**src/rtl/gpio_pkg.sv**
```systemverilog
// Shared constants for the GPIO interrupt peripheral.
package gpio_pkg;

  localparam int unsigned MAX_PINS = 32;
  localparam int unsigned WORD_W   = 3;

  // Register word indices, decoded from addr_i[4:2]
  localparam logic [WORD_W-1:0] GPIO_DIR      = 3'd0;
  localparam logic [WORD_W-1:0] GPIO_DATA_OUT = 3'd1;
  localparam logic [WORD_W-1:0] GPIO_DATA_IN  = 3'd2;
  localparam logic [WORD_W-1:0] GPIO_IRQ_EN   = 3'd3;
  localparam logic [WORD_W-1:0] GPIO_RISE_EN  = 3'd4;
  localparam logic [WORD_W-1:0] GPIO_FALL_EN  = 3'd5;
  localparam logic [WORD_W-1:0] GPIO_PEND     = 3'd6;

endpackage

```
**src/rtl/gpio_sync_edge.sv**
```systemverilog
// Multi-stage input synchroniser with one history flop and edge outputs.
module gpio_sync_edge #(
  parameter int unsigned WIDTH  = 1,
  parameter int unsigned STAGES = 2
) (
  input  logic             clk,
  input  logic             rst,
  input  logic [WIDTH-1:0] d,
  output logic [WIDTH-1:0] sync,
  output logic [WIDTH-1:0] rise_c,
  output logic [WIDTH-1:0] fall_c
);

  logic [STAGES-1:0][WIDTH-1:0] stage_q;
  logic [WIDTH-1:0]             prev_q;

  // Shift the asynchronous input through the chain, then keep one cycle of history
  always_ff @(posedge clk) begin
    if (!rst) begin
      stage_q <= '0;
      prev_q  <= '0;
    end else begin
      stage_q[0] <= d;
      for (int i = 1; i < int'(STAGES); i++) begin
        stage_q[i] <= stage_q[i-1];
      end
      prev_q <= stage_q[STAGES-1];
    end
  end

  assign sync   = stage_q[STAGES-1];
  assign rise_c = sync & ~prev_q;
  assign fall_c = ~sync & prev_q;

endmodule

```
**src/rtl/gpio_irq.sv**
```systemverilog
// Bidirectional GPIO block with per-pin edge interrupts and a W1C pending register.
module gpio_irq
  import gpio_pkg::*;
#(
  parameter int unsigned NUM_PINS    = 2,
  parameter int unsigned SYNC_STAGES = 2
) (
  input  logic                clk,
  input  logic                rst,
  input  logic                we_i,
  input  logic                sel_i,
  input  logic                enable_i,
  input  logic [31:0]         addr_i,
  input  logic [31:0]         data_i,
  output logic [15:0]         HSPLIT,
  output logic [31:0]         data_o,
  output logic                ack_o,
  output logic [NUM_PINS-1:0] io_out,
  output logic [NUM_PINS-1:0] io_oe,
  input  logic [NUM_PINS-1:0] io_in,
  output logic                irq_o
);

  localparam int unsigned ARM_MAX = SYNC_STAGES + 1;
  localparam int unsigned ARM_W   = $clog2(ARM_MAX + 1);

  if (NUM_PINS < 1 || NUM_PINS > MAX_PINS) begin : g_bad_pins
    $error("gpio_irq: NUM_PINS out of range");
  end
  if (SYNC_STAGES < 2) begin : g_bad_sync
    $error("gpio_irq: SYNC_STAGES must be at least 2");
  end

  logic [NUM_PINS-1:0] dir_q, out_q, irq_en_q, rise_en_q, fall_en_q, pend_q;
  logic [NUM_PINS-1:0] pend_set, pend_clr;
  logic [NUM_PINS-1:0] sync, rise, fall;
  logic [ARM_W-1:0]    arm_cnt_q;
  logic                armed;
  logic                wr, rd;
  logic [WORD_W-1:0]   word;
  logic [31:0]         rdata;
  logic                unused_bits;

  assign HSPLIT = 16'h0;
  assign ack_o  = 1'b1;
  assign io_out = out_q;
  assign io_oe  = dir_q;

  assign word = addr_i[4:2];
  assign wr   = sel_i & we_i & enable_i;
  assign rd   = sel_i & ~we_i & enable_i & rst;

  assign unused_bits = ^{addr_i[31:5], addr_i[1:0], data_i};

  gpio_sync_edge #(
    .WIDTH  (NUM_PINS),
    .STAGES (SYNC_STAGES)
  ) u_sync_edge (
    .clk    (clk),
    .rst    (rst),
    .d      (io_in),
    .sync   (sync),
    .rise_c (rise),
    .fall_c (fall)
  );

  // Edge detection is held off until the synchroniser has flushed its reset zeros
  assign armed = (arm_cnt_q == ARM_W'(ARM_MAX));

  // A newly detected edge takes priority over a same-cycle W1C
  always_comb begin
    pend_set = '0;
    pend_clr = '0;
    if (armed) begin
      pend_set = (rise & rise_en_q) | (fall & fall_en_q);
    end
    if (wr && word == GPIO_PEND) begin
      pend_clr = data_i[NUM_PINS-1:0];
    end
  end

  // Software-visible registers, pending bits and arm counter
  always_ff @(posedge clk) begin
    if (!rst) begin
      dir_q     <= '0;
      out_q     <= '0;
      irq_en_q  <= '0;
      rise_en_q <= '0;
      fall_en_q <= '0;
      pend_q    <= '0;
      arm_cnt_q <= '0;
    end else begin
      if (wr) begin
        case (word)
          GPIO_DIR:      dir_q     <= data_i[NUM_PINS-1:0];
          GPIO_DATA_OUT: out_q     <= data_i[NUM_PINS-1:0];
          GPIO_IRQ_EN:   irq_en_q  <= data_i[NUM_PINS-1:0];
          GPIO_RISE_EN:  rise_en_q <= data_i[NUM_PINS-1:0];
          GPIO_FALL_EN:  fall_en_q <= data_i[NUM_PINS-1:0];
          default: ;
        endcase
      end
      pend_q <= (pend_q & ~pend_clr) | pend_set;
      if (!armed) begin
        arm_cnt_q <= arm_cnt_q + ARM_W'(1);
      end
    end
  end

  // Read mux; unmapped words return zero
  always_comb begin
    rdata = '0;
    case (word)
      GPIO_DIR:      rdata = 32'(dir_q);
      GPIO_DATA_OUT: rdata = 32'(out_q);
      GPIO_DATA_IN:  rdata = 32'(sync);
      GPIO_IRQ_EN:   rdata = 32'(irq_en_q);
      GPIO_RISE_EN:  rdata = 32'(rise_en_q);
      GPIO_FALL_EN:  rdata = 32'(fall_en_q);
      GPIO_PEND:     rdata = 32'(pend_q);
      default:       rdata = '0;
    endcase
  end

  assign data_o = rd ? rdata : 32'h0;
  assign irq_o  = rst & (|(pend_q & irq_en_q));

endmodule

```
**config.mk**
```make
export PLATFORM = sky130hd
export DESIGN_NAME = gpio_irq
export DESIGN_NICKNAME = d
export VERILOG_FILES = /design/src/rtl/gpio_pkg.sv /design/src/rtl/gpio_sync_edge.sv /design/src/rtl/gpio_irq.sv
export SDC_FILE = /design/constraint.sdc
export NUM_CORES = 1
export LEC_CHECK = 0
export BUFFER_PORTS_ARGS = -buffer_cell sky130_fd_sc_hd__buf_4
export CAP_MARGIN = 5
export CORE_UTILIZATION = 27
export DETAILED_ROUTE_END_ITERATION = 7
export GPL_TIMING_DRIVEN = 0
export PLACE_DENSITY = 0.68
export SETUP_SLACK_MARGIN = 0.4
export SYNTH_ARGS = -nofsm -noshare
export SYNTH_HDL_FRONTEND = slang
export SYNTH_SLANG_ARGS = --single-unit
```
**constraint.sdc**
```tcl
create_clock -name clk -period 1.9 [get_ports clk]
set_clock_uncertainty 0.05 [all_clocks]
set_input_delay 0 -clock clk [delete_from_list [all_inputs] [get_ports clk]]
set_output_delay 0 -clock clk [all_outputs]
set_load 0.05 [all_outputs]
```
==> results of run 1 <==
[cell families after synthesis]
family,Yosys count
mux,17
other cells,2
fa+ha+maj,1
simple gates,45
compound gates,12
buf+inv,53
xor+xnor,1
flops,20
[cell type report]
cell class              instances  area (sq um)  share of cell area
plain buffers                  53         386.6              0.2106
clock buffers                   3         41.29             0.02249
clock inverters                 1         30.03             0.01636
multi-input cells             123         724.4              0.3947
flip-flops and latches         20         402.9              0.2195
well taps                      67         83.83             0.04567
repair buffers                 20         166.4             0.09066
[worst paths after layout]
| kind | from | to | cells past startpoint |
|---|---|---|---|
| worst max-delay path | io_oe[0]$_SDFFE_PN0P_ | data_o[0] | 4 |
| worst min-delay path | rst | pend_q[1]$_SDFF_PN0_ | 2 |
| worst max register to register | arm_cnt_q[0]$_SDFFE_PN0N_ | arm_cnt_q[1]$_SDFFE_PN0N_ | 3 |
| worst min register to register | u_sync_edge.stage_q[1]$_SDFF_PN0_ | u_sync_edge.sync[1]$_SDFF_PN0_ | 1 |
[worst max-delay path: stages (launching register included)]
cell     delay [ns]
dfxtp_2        0.33
or4b_4         0.46
o21ai_2        0.07
o31a_2         0.17
buf_8          0.14
[routing by layer]
metal / vias to the layer above / part of all wire / GRT usage
met1: 426 / 0.46 / 0.1226
met2: 44 / 0.45 / 0.1578
li1: 552 / - / -
met3: 4 / 0.088 / 0.03056
met5: - / 0 / 0
met4: 0 / 0.010 / 0.02832
[layout by cell type, fill, tap and decap left out, types with 2 or more instances in the layout]
cell,count
a31o_2,2
a31oi_1,3
and2_1,7
buf_2,3
buf_4,63
buf_6,2
clkbuf_1,2
clkbuf_8,3
conb_1,47
dfxtp_1,18
dfxtp_2,2
dlygate4sd3_1,2
mux2i_1,16
nand2_1,18
nand3b_1,2
nand4b_1,2
nor2_1,3
nor2b_1,3
nor3b_1,3
o21ai_0,2
[per-stage QoR]
step	utilization	hold slack (ns)
5_1_grt	0.3886	0.05519
3_3_place_gp	0.3634	0.1582
6_report	0.3886	0.04686
4_1_cts	0.3868	0.03626
3_5_place_dp	0.3634	0.1627
2_1_floorplan	-	0.07729
[registers in the layout (all words and copies together) (netlist names)]
name	count
arm_cnt_q	2
fall_en_q	2
io_oe	2
io_out	2
irq_en_q	2
pend_q	2
rise_en_q	2
u_sync_edge.prev_q	2
u_sync_edge.stage_q	2
u_sync_edge.sync	2
[report_power, final]
group          switching [W]  leakage [nW]  internal, W  total (W)
Sequential        0.00000941         0.164     0.000436   0.000445
Clock               0.000142        0.0357     0.000281   0.000423
Combinational       0.000265         0.721     0.000118   0.000383
Total               0.000416         0.921     0.000835    0.00125
[repair_timing]
item                                    in CTS  in global routing
buffers inserted                             1                  0
hold endpoints to repair                     2                  0
gates resized for setup                      3                  3
pin swaps                                    1                  1
hold buffers                                 2                  0
endpoints found under the setup margin       1                  2
==> results by group, run 1 <==
Clocking
  • TritonCTS clock tree: yes
  • Max clock buf depth: 2
  • CTS Root Buffer Type: clkbuf_8
  • Clock latency on the worst-skew pair: roughly 0.26 ns
  • CTS buffer count: 3
  • CTS clock-pin slew for the worst setup and hold paths: about 0.08 ns
  • TritonCTS Sinks: 20
  • H-tree depth: 1

GRT
  • Antenna violations before repair: 0
  • First-pass GRT wire length: between 3000 and 4000 um
  • Largest net degree at the start of global routing: 13
  • Tot GR Track Use: 0.09690
  • Grt total ovfl: 0
  • Number of global-route vias before repair: between 800 and 900

Final layout
  • # diodes: 0
  • Non-filler cells, final: around 290
  • Design area: between 0.0015 and 0.002 sq mm
  • Layout cells sized above 1: 0.3818
  • Area overhead of the layout relative to synthesis: 37.62%
  • Fill cells: roughly 500
  • Final net count: ~300

Worst setup path
  • Worst Path Required: 1.85 ns
  • Critical path class: reg -> out
  • CP Max Fanout: 2
  • Setup crit end kind: output port
  • CP startpoint kind: register
  • Crit path DAT: approximately 1.4 ns
  • Flop-to-flop setup slack: between 0.8 and 0.9 ns

Placement
  • Dpl cells: between 200 and 300
  • DP Worst Slack: roughly 0.63 ns
  • Post-DP Area: 0.001717 sq mm
  • Final HPWL DP: 2006 um
  • GPL Wtd Cong: 0.8145
  • Port Buffers: 17

Synthesis
  • Syn. warnings: 0
  • Post-synth top cells: buf_4, dfxtp_1, nand2_1
  • Post-synth EDFFs: 0
  • Distinct cell type count after synthesis: 31
  • Simple-gate share of the synthesized area: 0.1932
  • Post-synthesis compound-gate area fraction: 0.06379
  • Post-Synth XOR/XNOR Area: 0.006567
  • Post-synthesis sequential area ratio: 0.3002
  • Synth top area share: 0.3002
  • Main synth FF type: dfxtp_1
  • Yosys reg bits: 20
  • Leading area contributor after synthesis: dfxtp_1
  • Cells after synthesis: about 150
  • Synth Area per Inst: about 8.8 sq um
  • Post-synth ARST share: 0
  • Largest family of logic cells by synthesized area: buffers and inverters
  • Top-count cell post-synth: buf_4
  • Synthesized area: ~0.0013 sq mm
  • Post-Synth Adder-Cell Area: 0.009381
  • Multiplexer share of the synthesized area: 0.1313
  • Top post-synthesis cells by area: dfxtp_1, buf_4, mux2i_1

Detailed routing
  • DR WL/cell: around 8.7 um
  • Vias: slightly above 1,000
  • # DRC: 0
  • Pre-antenna DRT Iters: 4
  • Vias per cell: 3.575
  • Drt total wl: around 2500 um
  • DRT iter0 DRCs: 14
  • Detail Route Antenna Nets: 0

Floorplanning
  • Die height: 72.29 um
  • Chip Width: roughly 72 um
  • Starting Density: 0.2824
  • Area of the die: approximately 0.0052 sq mm
  • Area of the core: ~0.0047 sq mm
  • # rows: 25
  • IO Pins: 125

STA
  • Final setup viols: 0
  • Minimum clock period: between 1 and 1.5 ns
  • Final Worst Setup Slack: between 0.4 and 0.5 ns
  • RSZ-0062 raised after global routing: true
  • Tcrit/Tclk final: 0.7786
  • Setup TNS: 0 ns
  • Count of final hold-check violations: 0
  • Max Slew Vio Count: 0
  • Fmax: 0.6760 GHz

Pwr
  • P_leak: roughly 0.92 nW
  • PD cells: roughly 680 mW/mm^2
  • Worst vdd ir: just over 400 uV
  • Pwr Total: ~0.0013 W

Status
  • Run status: finished clean

Flow run
  • Max-capacitance violation count: 0

Hold path
  • Min-Delay Path Class: in -> reg
Power figures use the tool's default switching activity.
==> run 2: changes to the inputs <==
- ABC_AREA: default -> 1
- PLACE_DENSITY: 0.68 -> 0.67
- clock period: 1.9 -> 1.4 ns (I/O delays scaled with it)
==> run 2 against run 1 <==
Against the previous run: via count grew 17%; core utilization grew 2.4 points; global-route usage grew 0.50 points; first-iteration DRC count grew to 4.4 times the previous value; routed wire length grew 13%; clock power shrank 8.5%; setup slack lost 0.24 ns; hold slack lost 0.035 ns; non-clock buffer count grew 6; combinational power grew 52%.
==> results by group, run 2 <==
Synthesis
  • Cells after synthesis: 178 (was 151)
  • Post-synth ARST share: 0 (unchanged)
  • Top-count cell post-synth: buf_4 (unchanged)
  • Syn. warnings: 0 (unchanged)
  • Yosys reg bits: 20 (unchanged)
  • Top post-synthesis cells by area: dfxtp_1, buf_4, a21oi_1 (was dfxtp_1, buf_4, mux2i_1)
  • Synth top area share: 0.2873 (was 0.3002)
  • Leading area contributor after synthesis: dfxtp_1 (unchanged)
  • Post-synthesis sequential area ratio: 0.2873 (was 0.3002)
  • Synthesized area: 0.001394 sq mm (was 0.001334 sq mm)
  • Distinct cell type count after synthesis: 23 (was 31)
  • Post-synth EDFFs: 0 (unchanged)
  • Synth Area per Inst: 7.831 sq um (was 8.833 sq um)
  • Main synth FF type: dfxtp_1 (unchanged)
  • Post-synth top cells: buf_4, dfxtp_1, a21oi_1, nand2_1, inv_1 (was buf_4, dfxtp_1, nand2_1)

Final layout
  • Most common cell after layout, fill and taps aside: buf_4 (unchanged)
  • # diodes: 0 (unchanged)
  • Final net count: 327 (was 293)
  • Final core utilization: 0.4129 (was 0.3886)
  • Layout cells sized above 1: 0.4567 (was 0.3818)
  • Most frequent cells in the layout: buf_4, conb_1, nand2_1, inv_1, a21oi_1 (was buf_4, conb_1, nand2_1, dfxtp_1, mux2i_1)
  • Area overhead of the layout relative to synthesis: 43.63% (was 37.62%)

Worst setup path
  • Crit-path cells: nand4_1, nand2_1, nor2_2, a21oi_4, buf_6 (was or4b_4, o21ai_2, o31a_2, buf_8)
  • Setup crit end kind: output port (unchanged)
  • Worst path max stage delay: 0.35 ns (was 0.46 ns)
  • Crit path DAT: 1.17 ns (was 1.43 ns)
  • Worst R2R Path Depth: 3 (unchanged)
  • Critical path class: reg -> out (unchanged)
  • CP max-delay cell: dfxtp_2 (was or4b_4)
  • CP Max Fanout: 2 (unchanged)
  • CP startpoint kind: register (unchanged)
  • Worst Path Required: 1.35 ns (was 1.85 ns)

Clocking
  • Max clock buf depth: 2 (unchanged)
  • TritonCTS clock tree: yes (unchanged)
  • CTS buffer count: 3 (unchanged)
  • H-tree depth: 1 (unchanged)
  • Clock latency on the worst-skew pair: 0.26 ns (about the same)
  • CTS Root Buffer Type: clkbuf_8 (unchanged)
  • CTS clock-pin slew for the worst setup and hold paths: 0.07 ns (was 0.08 ns)
  • TritonCTS Sinks: 20 (unchanged)

STA
  • RSZ-0062 raised after global routing: true (unchanged)
  • Setup TNS: 0 ns (unchanged)
  • Count of final hold-check violations: 0 (unchanged)
  • Max Slew Vio Count: 0 (unchanged)
  • Fmax: just over 0.8 GHz
  • Tcrit/Tclk final: 0.8719
  • Minimum clock period: 1.221 ns
  • Final setup viols: 0 (unchanged)

GRT
  • Tot GR Track Use: 0.1019 (was 0.09690)
  • Antenna violations before repair: 0 (unchanged)
  • Grt total ovfl: 0 (unchanged)
  • Number of global-route vias before repair: 913 (was 881)
  • Largest net degree at the start of global routing: 12 (was 13)
  • First-pass GRT wire length: 4202 um (was 3953 um)

Pwr
  • P_leak: 1.034 nW (was 0.9206 nW)
  • Switching Fraction: 0.3869 (was 0.3326)
  • Clock power frac: 0.243 (was 0.338)
  • PD cells: 793.9 mW/mm^2 (was 681.4 mW/mm^2)
  • Sequential fraction of design power: 0.391 (was 0.356)
  • Psw: 0.0006148 W (was 0.0004159 W)
  • Gate power share: 0.366 (was 0.306)
  • Pint: 0.0009744 W (was 0.0008348 W)
  • Worst vdd ir: 396.5 uV (was 409.1 uV)

Detailed routing
  • Vias per cell: 3.741 (was 3.575)
  • Detail Route Antenna Nets: 0 (unchanged)
  • Pre-antenna DRT Iters: 4 (unchanged)
  • DR WL/cell: 8.819 um (was 8.704 um)
  • # DRC: 0 (unchanged)
  • Vias: 1,201 (was 1,026)
  • Drt total wl: 2831 um (was 2498 um)
  • DRT iter0 DRCs: 61 (was 14)

Floorplanning
  • Starting Density: 0.2875 (was 0.2824)
  • Area of the die: 0.005454 sq mm (was 0.005225 sq mm)
  • # rows: 25 (unchanged)
  • Area of the core: 0.004848 sq mm (was 0.004723 sq mm)
  • Chip Width: 73.85 um (was 72.29 um)
  • IO Pins: 125 (unchanged)
  • Die height: 73.85 um (was 72.29 um)

Placement
  • Final HPWL DP: 2062 um (was 2006 um)
  • Port Buffers: 14 (was 17)
  • GPL Wtd Cong: 0.8932 (was 0.8145)

Hold path
  • Min-Delay Path Class: in -> reg (unchanged)
  • Hold path depth: 3 (was 2)

Status
  • Run status: finished clean (unchanged)

Flow run
  • Max-capacitance violation count: 0 (unchanged)
[run 2: cell types whose count changed after synthesis, moves of 7 or more]
cell and change:
mux2i_1 -16, inv_1 +15, nand4_1 +10, a21oi_1 +18
and2_1 -7
[run 2: what timing repair did]
item                                    in CTS  in global routing
endpoints found under the setup margin       4                  6
pin swaps                                    7                  6
gates resized for setup                     18                  6
hold endpoints to repair                    11                  0
hold buffers                                 5                  0
buffers inserted                             8                  0
cloned                                       0                  0
[run 2: logic make-up after synthesis]
family	synth area share
flip-flops	0.2873
other	0.005388
AND/OR/NAND/NOR	0.2379
adder cells (fa/ha/maj)	0.008975
AO/OA/AOI/OAI	0.1113
XOR/XNOR	0.006285
buffers and inverters	0.3429
[run 2: final cells by class]
class | instances | area [sq um]
buffer | 52 | 409.1
clock buffer | 3 | 41.29
fill | 516 | 2846
tap | 67 | 83.83
sequential | 20 | 424.2
timing repair buffer | 27 | 226.5
clock inverter | 1 | 3.754
multi-input combinational | 134 | 744.5
inverter | 17 | 68.82
[run 2: power groups by stage]
stage	Sequential [W]	Combinational (W)	Clock [W]
after floorplan	0.000626	0.000494	0
after global placement	0.000624	0.000541	0
after global routing	0.000625	0.000616	0.000441
after CTS	0.000612	0.000570	0.000398
final	0.000622	0.000581	0.000387
after detailed placement	0.000625	0.000545	0
[run 2: metal layers]
| metal | up-vias | track usage | wire length, um |
|---|---|---|---|
| li1 | 635 | - | - |
| met1 | 518 | 0.1459 | 1325 |
| met2 | 44 | 0.1509 | 1283 |
| met3 | 4 | 0.01783 | 177 |
| met4 | 0 | 0.03846 | 44 |
| met5 | - | 0 | 0 |
[run 2: metrics by stage]
step	setup slack, ns	cell area [sq um]	hold slack [ns]	power (W)	std cells
after global placement	0.3960	1788	0.1318	0.001165	304
after detailed placement	0.3810	1788	0.1377	0.001170	304
final	0.1794	2002	0.01223	0.001589	321
after floorplan	0.2983	1599	0.04763	0.001121	223
after global routing	0.1160	2002	0.01508	0.001682	321
after CTS	0.1985	1979	0.01385	0.001580	321
[run 2: path summary, 6_finish.rpt]
| check | startpoint | endpoint | slack, ns |
|---|---|---|---|
| min | rst | arm_cnt_q[0]$_SDFFE_PN0N_ | 0.01 |
| max | pend_q[0]$_SDFF_PN0_ | data_o[0] | 0.18 |
| min reg2reg | u_sync_edge.stage_q[0]$_SDFF_PN0_ | u_sync_edge.sync[0]$_SDFF_PN0_ | 0.36 |
| max reg2reg | arm_cnt_q[1]$_SDFFE_PN0N_ | arm_cnt_q[1]$_SDFFE_PN0N_ | 0.46 |
[run 2: critical path: cells and delay by family (launching register included)]
family,cells,cell delay [ns]
flip-flops,1,0.35
AND/OR/NAND/NOR,3,0.25
buffers and inverters,1,0.17
AO/OA/AOI/OAI,1,0.14
==> run 3: changes to the inputs <==
- ABC_AREA: 1 -> default
- PLACE_DENSITY: 0.67 -> 0.68
==> run 3 against run 2 <==
Against the previous run: the flow now finishes with violations (setup timing); power increased by 3.8%; final cell count decreased by 11%; largest power group unchanged; non-clock buffer count decreased by 7; first-iteration DRC count decreased by 52%; clock-buffer cell count is 1 higher; fmax is 20% lower.
==> results by group, run 3 (synthesis gave the netlist of run 1 again) <==
Hold path
  • Min-Delay Path Class: in -> reg (unchanged)

Clocking
  • CTS Root Buffer Type: clkbuf_8 (unchanged)
  • CTS buffer count: 3 (unchanged)
  • TritonCTS clock tree: yes (unchanged)
  • Post-CTS setup buffers: 0 (was 8)
  • Clock latency on the worst-skew pair: 0.27 ns (was 0.26 ns)
  • H-tree depth: 1 (unchanged)
  • Max clock buf depth: 2 (unchanged)
  • CTS clock-pin slew for the worst setup and hold paths: 0.08 ns (was 0.07 ns)
  • TritonCTS Sinks: 20 (unchanged)

Placement
  • Dpl cells: 280 (was 304)
  • GPL Wtd Cong: 0.8377 (was 0.8932)
  • Port Buffers: 17 (was 14)
  • Final HPWL DP: 1936 um (was 2062 um)
  • DP Worst Slack: 0.1466 ns (was 0.3810 ns)

GRT
  • Grt total ovfl: 0 (unchanged)
  • Largest net degree at the start of global routing: 13 (was 12)
  • First-pass GRT wire length: 3953 um (was 4202 um)
  • Number of global-route vias before repair: 844 (was 913)
  • Antenna violations before repair: 0 (unchanged)
  • Tot GR Track Use: 0.09924 (was 0.1019)

Final layout
  • Final net count: 292 (was 327)
  • Area overhead of the layout relative to synthesis: 39.21% (was 43.63%)
  • Most frequent cells in the layout: buf_4, conb_1, nand2_1, mux2i_1, dfxtp_1 (was buf_4, conb_1, nand2_1, inv_1, a21oi_1)
  • Most common cell after layout, fill and taps aside: buf_4 (unchanged)
  • Non-filler cells, final: 286 (was 321)
  • # diodes: 0 (unchanged)
  • Layout cells sized above 1: 0.4201 (was 0.4567)

Flow run
  • Max-capacitance violation count: 0 (unchanged)

Status
  • Failing checks: setup timing
  • Run status: finished, violations left (was finished clean)

Worst setup path
  • Critical path class: reg -> out (unchanged)
  • Crit-path cells: or4b_4, o21ai_2, o31a_2, buf_8 (was nand4_1, nand2_1, nor2_2, a21oi_4, buf_6)
  • CP Max Fanout: 3 (was 2)
  • Crit path DAT: 1.47 ns (was 1.17 ns)
  • WP buf/inv: 1 (unchanged)
  • Worst Path Required: 1.35 ns (about the same)
  • Worst path max stage delay: 0.46 ns (was 0.35 ns)
  • CP startpoint kind: register (unchanged)
  • CP max-delay cell: or4b_4 (was dfxtp_2)
  • Crit path max-delay family: simple AND/OR/NAND/NOR gates (was flip-flops)
  • Setup crit end kind: output port (unchanged)

Detailed routing
  • Detail Route Antenna Nets: 0 (unchanged)
  • DRT iter0 DRCs: 29 (was 61)
  • Vias: 1,055 (was 1,201)
  • Vias per cell: 3.689 (was 3.741)
  • # DRC: 0 (unchanged)
  • Pre-antenna DRT Iters: 4 (unchanged)
  • Drt total wl: 2514 um (was 2831 um)
  • DR WL/cell: 8.790 um (was 8.819 um)

Pwr
  • P_leak: 0.9169 nW (was 1.034 nW)
  • Worst vdd ir: 687.0 uV (was 396.5 uV)
  • PD cells: 888.5 mW/mm^2 (was 793.9 mW/mm^2)

Floorplanning
  • Area of the core: 0.004723 sq mm (was 0.004848 sq mm)
  • Chip Width: 72.29 um (was 73.85 um)
  • # rows: 25 (unchanged)
  • Starting Density: 0.2824 (was 0.2875)
  • Die height: 72.29 um (was 73.85 um)
  • Area of the die: 0.005225 sq mm (was 0.005454 sq mm)
  • IO Pins: 125 (unchanged)

STA
  • RSZ-0062 raised after global routing: true (unchanged)
  • Tcrit/Tclk final: 1.085 (was 0.8719)
  • Final Worst Setup Slack: -0.1195 ns (was 0.1794 ns)
  • Count of final hold-check violations: 0 (unchanged)
  • Max Slew Vio Count: 0 (unchanged)
  • Final setup viols: 2 (was 0)
  • Fmax: 0.6581 GHz (was 0.8193 GHz)
  • Minimum clock period: 1.519 ns (was 1.221 ns)
## run 3: path summary, 6_finish.rpt
check	slack [ns]	cells past startpoint	to	start
max	-0.12	4	data_o[0]	io_oe[0]$_SDFFE_PN0P_
min	0.05	2	pend_q[1]$_SDFF_PN0_	rst
max reg2reg	0.46	3	pend_q[1]$_SDFF_PN0_	u_sync_edge.sync[1]$_SDFF_PN0_
min reg2reg	0.38	1	u_sync_edge.sync[0]$_SDFF_PN0_	u_sync_edge.stage_q[0]$_SDFF_PN0_
## run 3: area by class of cell
class	count	area, sq um
fill	501	2867
multi-input combinational	123	745.7
sequential	20	411.6
buffer	53	386.6
timing repair buffer	19	162.7
tap	67	83.83
clock buffer	4	66.31
## run 3: what timing repair did
action,CTS,global route
pin swaps,1,2
endpoints found under the setup margin,5,5
hold buffers,2,0
resized for setup,7,6
hold endpoints to repair,2,0
## run 3: metal layers
| metal | GRT usage | part of all wire | vias up |
|---|---|---|---|
| li1 | - | - | 548 |
| met1 | 0.1370 | 0.46 | 452 |
| met2 | 0.1350 | 0.41 | 51 |
| met3 | 0.03333 | 0.10 | 4 |
| met4 | 0.05229 | 0.019 | 0 |
| met5 | 0 | 0 | - |
## run 3: per-stage QoR
stage,cell area (sq um),setup TNS (ns),utilization,hold slack [ns],total power [W]
floorplan,1514,0,-,0.07729,0.001075
global placement,1725,0,0.3653,0.1563,0.001121
detailed placement,1725,0,0.3653,0.1617,0.001125
CTS,1833,-0.2404,0.3881,0.04097,0.001646
global route,1857,-0.2996,0.3931,0.04217,0.001720
finish,1857,-0.2221,0.3931,0.05069,0.001650
## run 3: report_power, final
group          switching, W  internal, W
Clock              0.000204     0.000310
Sequential        0.0000182     0.000591
Combinational      0.000360     0.000167
Total              0.000582      0.00107
## run 3: worst reg2reg max path, stage by stage, from the launching register on
cell and delay, ns:
dfxtp_2 0.35, nand3b_1 0.11, o21ai_0 0.09, a31o_2 0.24
